$ cat src/rtl/mem_arb_2to1_wide.sv
`default_nettype none
// ============================================================================
// Module      : mem_arb_2to1_wide
// Description : Two-requester round-robin arbiter in front of a single wide
//               line-refill memory port. One transaction in flight at a time,
//               sequenced by a three-state FSM (IDLE -> REQ -> DONE).
//
// Ports       : clk, reset           - clock, synchronous active-high reset
//               sN_req_valid/addr    - requester N refill request and address
//               sN_req_ready/rdata   - one-cycle data-valid pulse and line data
//               mem_req_valid/addr   - downstream request, held until ready
//               mem_req_ready/rdata  - downstream one-cycle data-valid pulse
//               s0_grant_count, s1_grant_count, conflict_count
//                                    - statistics counters, present only
//                                      when MEM_ARB_STATS_EN is defined
//
// Macro       : MEM_ARB_STATS_EN - adds the grant/conflict statistics outputs
//
// Revision    : 1.0 - initial release
// ============================================================================
module mem_arb_2to1_wide #(
   parameter int NUM_BLOCKS = 4
) (
   input  logic                     clk,
   input  logic                     reset,

   input  logic                     s0_req_valid,
   output logic                     s0_req_ready,
   input  logic [31:0]              s0_req_addr,
   output logic [32*NUM_BLOCKS-1:0] s0_req_rdata,

   input  logic                     s1_req_valid,
   output logic                     s1_req_ready,
   input  logic [31:0]              s1_req_addr,
   output logic [32*NUM_BLOCKS-1:0] s1_req_rdata,

   output logic                     mem_req_valid,
   input  logic                     mem_req_ready,
   output logic [31:0]              mem_req_addr,
   input  logic [32*NUM_BLOCKS-1:0] mem_req_rdata
`ifdef MEM_ARB_STATS_EN
   ,
   output logic [31:0]              s0_grant_count,
   output logic [31:0]              s1_grant_count,
   output logic [31:0]              conflict_count
`endif
);

   localparam int DATA_W = 32 * NUM_BLOCKS;

   typedef enum logic [1:0] {
      ST_IDLE = 2'd0,
      ST_REQ  = 2'd1,
      ST_DONE = 2'd2
   } state_t;

   state_t              state_q;
   logic                grant_q;      // 0: port 0 owns the transaction, 1: port 1
   logic                last_q;       // most recently granted port
   logic                abandon_q;    // grantee dropped valid at some point in REQ
   logic                mem_valid_q;
   logic [31:0]         mem_addr_q;
   logic                s0_ready_q;
   logic                s1_ready_q;
   logic [DATA_W-1:0]   s0_rdata_q;
   logic [DATA_W-1:0]   s1_rdata_q;

   logic                pick1_d;      // arbitration result: 1 selects port 1
   logic                any_valid_d;
   logic                grantee_valid_d;

   // Port 1 wins when it is alone, or when both request and port 0 was the
   // last one served. Reset leaves last_q=1 so port 0 wins the first tie.
   assign any_valid_d     = s0_req_valid | s1_req_valid;
   assign pick1_d         = s1_req_valid & (~s0_req_valid | ~last_q);
   assign grantee_valid_d = grant_q ? s1_req_valid : s0_req_valid;

   always_ff @(posedge clk) begin
      if (reset) begin
         state_q     <= ST_IDLE;
         grant_q     <= 1'b0;
         last_q      <= 1'b1;
         abandon_q   <= 1'b0;
         mem_valid_q <= 1'b0;
         mem_addr_q  <= '0;
         s0_ready_q  <= 1'b0;
         s1_ready_q  <= 1'b0;
         s0_rdata_q  <= '0;
         s1_rdata_q  <= '0;
      end else begin
         // Ready outputs are single-cycle pulses; only the REQ completion
         // path raises them.
         s0_ready_q <= 1'b0;
         s1_ready_q <= 1'b0;

         case (state_q)
            ST_IDLE: begin
               if (any_valid_d) begin
                  grant_q     <= pick1_d;
                  last_q      <= pick1_d;
                  mem_addr_q  <= pick1_d ? s1_req_addr : s0_req_addr;
                  mem_valid_q <= 1'b1;
                  abandon_q   <= 1'b0;
                  state_q     <= ST_REQ;
               end
            end

            ST_REQ: begin
               if (mem_req_ready) begin
                  mem_valid_q <= 1'b0;
                  state_q     <= ST_DONE;
                  // A requester that let go of valid (now or earlier in this
                  // transaction) no longer wants the data: drop it silently.
                  if (!abandon_q && grantee_valid_d) begin
                     if (grant_q) begin
                        s1_rdata_q <= mem_req_rdata;
                        s1_ready_q <= 1'b1;
                     end else begin
                        s0_rdata_q <= mem_req_rdata;
                        s0_ready_q <= 1'b1;
                     end
                  end
               end else if (!grantee_valid_d) begin
                  abandon_q <= 1'b1;
               end
            end

            ST_DONE: begin
               state_q <= ST_IDLE;
            end

            default: begin
               state_q <= ST_IDLE;
            end
         endcase
      end
   end

   assign mem_req_valid = mem_valid_q;
   assign mem_req_addr  = mem_addr_q;
   assign s0_req_ready  = s0_ready_q;
   assign s1_req_ready  = s1_ready_q;
   assign s0_req_rdata  = s0_rdata_q;
   assign s1_req_rdata  = s1_rdata_q;

`ifdef MEM_ARB_STATS_EN
   logic [31:0] s0_cnt_q;
   logic [31:0] s1_cnt_q;
   logic [31:0] conf_cnt_q;

   // Counters wrap naturally on overflow.
   always_ff @(posedge clk) begin
      if (reset) begin
         s0_cnt_q   <= '0;
         s1_cnt_q   <= '0;
         conf_cnt_q <= '0;
      end else if (state_q == ST_IDLE) begin
         if (any_valid_d && !pick1_d) begin
            s0_cnt_q <= s0_cnt_q + 32'd1;
         end
         if (pick1_d) begin
            s1_cnt_q <= s1_cnt_q + 32'd1;
         end
         if (s0_req_valid && s1_req_valid) begin
            conf_cnt_q <= conf_cnt_q + 32'd1;
         end
      end
   end

   assign s0_grant_count = s0_cnt_q;
   assign s1_grant_count = s1_cnt_q;
   assign conflict_count = conf_cnt_q;
`endif

endmodule
`default_nettype wire

$ cat config.mk
export PLATFORM = sky130hd
export DESIGN_NAME = mem_arb_2to1_wide
export DESIGN_NICKNAME = d
export VERILOG_FILES = /design/src/rtl/mem_arb_2to1_wide.sv
export SDC_FILE = /design/constraint.sdc
export NUM_CORES = 1
export LEC_CHECK = 0
export BUFFER_PORTS_ARGS = -buffer_cell sky130_fd_sc_hd__buf_2
export CAP_MARGIN = 20
export CORE_AREA = 2 2 192 194
export CTS_BUF_LIST = sky130_fd_sc_hd__clkbuf_4
export CTS_CLUSTER_SIZE = 40
export DETAILED_ROUTE_END_ITERATION = 12
export DIE_AREA = 0 0 194 196
export GPL_TIMING_DRIVEN = 0
export SETUP_SLACK_MARGIN = 0.2
export SLEW_MARGIN = 30
export SYNTH_ARGS = -nofsm -noshare
export SYNTH_HDL_FRONTEND = slang
export SYNTH_SLANG_ARGS = --single-unit
$ cat constraint.sdc
create_clock -name clk -period 2.14 [get_ports clk]
set_input_delay 0.214 -clock clk [delete_from_list [all_inputs] [get_ports clk]]
set_output_delay 0.214 -clock clk [all_outputs]
set_load 0.005 [all_outputs]
==> impl_metrics.py <==
metrics = {
    "hold_path": {
        "hold_path.class": "input pin to register",
    },
    "clock_tree": {
        "clockBufferDepth": 3,
        "cts_tree": "built",
        "clk_pin_slew_ns": 0.07,
        "clkSinkCount": 296,
        "cts_buffers": 81,
        "clk_latency_ns": 0.75,
        "cts_max_level": 3,
        "clock-root-buffer": "clkbuf_4",
    },
    "sta": {
        "whs_ns": 0.2109,
        "hold_viol": 0,
        "fin_crit_sh": 0.8303,
        "rsz0062_at_grt": "false",
        "worst_slew_pin_slew_ns": 0.9379,
        "finalClockSkew_ns": 0.05384,
        "drv_slew": 0,
        "setup_viol": 0,
        "max_freq_mhz": 562.8,
        "slew_headroom": 0.3748,
        "min_period_ns": 1.777,
    },
    "synth": {
        "yosys.area.top_type": "dfxtp_1",
        "ys_async_sr_fraction": 0,
        "netlist_instances": 1341,
        "synth-seq-cells": 296,
        "yosys_most_used_dff": "dfxtp_1",
        "ys.warnings.count": 0,
        "synth_top_area_frac": 0.4779,
        "synth-edff-count": 0,
        "synth_cell_type_count": 29,
        "synth_area_um2": 12400,
        "ys_seq_area_frac": 0.4779,
        "avgSynthCellArea_um2": 9.245,
        "synth_nets": 1538,
        "yosys-top-cells-area": "dfxtp_1, nand2b_1, mux2i_1",
    },
    "pwr": {
        "p_comb_frac": 0.129,
        "p_sw_mw": 3.315,
        "clockPowerShare": 0.407,
        "static-leakage-power_nw": 8.097,
        "swShare": 0.2666,
        "ir_worst_vdd_uv": 428.4,
        "power.internal_mw": 9.120,
        "power.share.sequential": 0.465,
        "p_per_area_nw_per_um2": 674.7,
        "p_total_mw": 12.44,
    },
    "global_route": {
        "grt_pass1_wl_um": 71420,
        "grt_pass1_vias": 12857,
        "grt_usage": 0.2391,
        "grt_overflow": 0,
        "grt_max_degree": 11,
        "antenna_found_initial": 3,
    },
    "die": {
        "core-area_um2": 36080,
        "die_y_um": 196,
        "pin_count": 488,
        "dieArea_um2": 38020,
        "start_util": 0.3436,
        "die_w_um": 194,
        "rows": 70,
    },
    "critical_path": {
        "cp_top_family": "buffers and inverters",
        "crit_required_ns": 2.77,
        "cp-end-kind": "register",
        "crit_top_cell": "buf_6",
        "critPathBufInv": 3,
        "startpoint_type": "register",
        "worstPathMaxFanout": 10,
        "path_cells": "nand4bb_4, buf_6, nor2_1, buf_6, buf_4, mux2i_1",
        "slowest_stage": "dfxtp_1",
        "slowest_delay_ns": 0.34,
        "cp.arrival_ns": 2.40,
        "crit_type": "register to register",
    },
    "routing": {
        "remaining_drc_errors": 0,
        "ant_nets": 0,
        "dr.pass1.iters": 5,
        "wire_per_inst_um": 17.89,
        "vias": 12519,
        "wirelength_um": 47120,
        "first_iter_violations": 554,
        "drt-vias-per-instance": 4.753,
    },
    "layout": {
        "syn_to_final_growth_pct": 48.65,
        "drive_above_1_share": 0.3082,
        "nNetsFinal": 2305,
    },
    "job": {
        "drv_cap": 0,
    },
    "placement": {
        "portBuffers": 486,
        "dpl.hpwl_um": 33540,
        "place.gp.congestion": 0.8661,
    },
    "status": {
        "outcome": "complete, no violations",
    },
}
==> cells by family after synthesis <==
| kind of cell | after synthesis | share of synthesized area |
|---|---|---|
| AO/OA/AOI/OAI | 330 | 0.1472 |
| buffers and inverters | 122 | 0.05066 |
| AND/OR/NAND/NOR | 465 | 0.2208 |
| flip-flops | 296 | 0.4779 |
| multiplexers | 128 | 0.1033 |
==> sequential cells by signal (all words and copies together), names as in the netlist <==
name / flops
state_q: 2
s1_req_rdata: 128
abandon_q: 1
s0_req_rdata: 128
grant_q: 1
last_q: 1
s0_req_ready: 1
mem_req_addr: 32
s1_req_ready: 1
mem_req_valid: 1
==> worst reg2reg max path, stage by stage (launching register included) <==
cell	delay, ns
dfxtp_1	0.34
nand4bb_4	0.27
buf_6	0.19
nor2_1	0.16
buf_6	0.22
buf_4	0.27
mux2i_1	0.23
==> per-layer routing <==
| metal | share of wire | wire [um] | global-route usage | vias to the layer above |
|---|---|---|---|---|
| met5 | 0.00028 | 13 | 0 | - |
| li1 | - | - | - | 6121 |
| met1 | 0.40 | 18760 | 0.2663 | 5795 |
| met3 | 0.072 | 3389 | 0.06636 | 99 |
| met4 | 0.036 | 1715 | 0.1139 | 2 |
| met2 | 0.49 | 23240 | 0.4216 | 502 |
==> cells in the final DEF (no fill, tap or decap), types with 2 or more instances in the layout <==
cell | netlist | routed
a21bo_2 | 2 | 2
a21oi_1 | 34 | 34
a311oi_1 | 32 | 32
buf_2 | 10 | 495
buf_4 | 12 | 10
buf_6 | 15 | 19
clkbuf_1 | 83 | 82
clkbuf_4 | 0 | 126
clkinv_1 | 0 | 10
dfxtp_1 | 296 | 295
diode_2 | 0 | 2
dlygate4sd3_1 | 0 | 197
inv_1 | 2 | 2
inv_2 | 0 | 2
mux2i_1 | 128 | 128
nand2_1 | 66 | 66
nand2b_1 | 257 | 257
nor2_1 | 5 | 4
nor2b_1 | 128 | 128
nor3_1 | 3 | 3
o21ai_0 | 137 | 137
o21ai_1 | 112 | 112
o21ai_2 | 8 | 8
==> cells in the mapped netlist, drive strengths merged, types with 2 or more instances <==
cell / n
o21ai: 257
nand2: 66
or2: 2
a311oi: 32
buf: 37
nor3: 3
a21bo: 2
nand2b: 257
mux2i: 128
inv: 2
a21oi: 34
dfxtp: 296
nor2: 5
clkbuf: 83
nor2b: 128
==> final timing paths <==
| check | start | end | slack, ns | cells past startpoint |
|---|---|---|---|---|
| setup / recovery | state_q[1] | s0_req_rdata[69] | 0.36 | 6 |
| setup reg to reg | state_q[1] | s0_req_rdata[69] | 0.36 | 6 |
| hold reg to reg | s0_req_rdata[6] | s0_req_rdata[6] | 0.47 | 2 |
| hold / removal | reset | s1_req_rdata[53] | 0.21 | 4 |
==> layout make-up <==
type,count,area (um2)
fillers,3370,17650
flip-flops and latches,296,5927
multi-input cells,923,5858
repair buffers,684,4412
clock buffers,126,945.9
plain buffers,120,639.4
well taps,468,585.6
clock inverters,13,50.05
inverters,2,7.507
diodes,2,5.005
==> metrics by stage <==
step	setup WS [ns]	TNS (ns)	instance area, um2	util	std cells
3_3_place_gp	-0.1322	-2.474	15420	0.4272	2295
5_1_grt	0.2488	0	18430	0.5107	2633
6_report	0.3632	0	18430	0.5107	2634
2_1_floorplan	0.6495	0	12400	-	1341
4_1_cts	0.2022	0	18410	0.5102	2631
3_5_place_dp	-0.1816	-6.986	15420	0.4272	2295
==> timing repair <==
item | 4_1_cts | 5_1_grt
resized for setup | 7 | 2
pin swaps | 0 | 1
hold endpoints to repair | 295 | 0
hold buffers | 197 | 0
buffers inserted | 0 | 1
endpoints found under the setup margin | 243 | 52
==> power by group through the flow <==
| stage | Combinational [mW] | Clock [mW] | Sequential, mW |
|---|---|---|---|
| 2_1_floorplan | 0.655 | 0 | 5.89 |
| 3_3_place_gp | 1.28 | 0 | 5.89 |
| 3_5_place_dp | 1.29 | 0 | 5.89 |
| 4_1_cts | 1.58 | 5.20 | 5.77 |
| 5_1_grt | 1.73 | 5.49 | 5.79 |
| 6_report | 1.60 | 5.06 | 5.78 |
(Power assumes the default switching activity.)
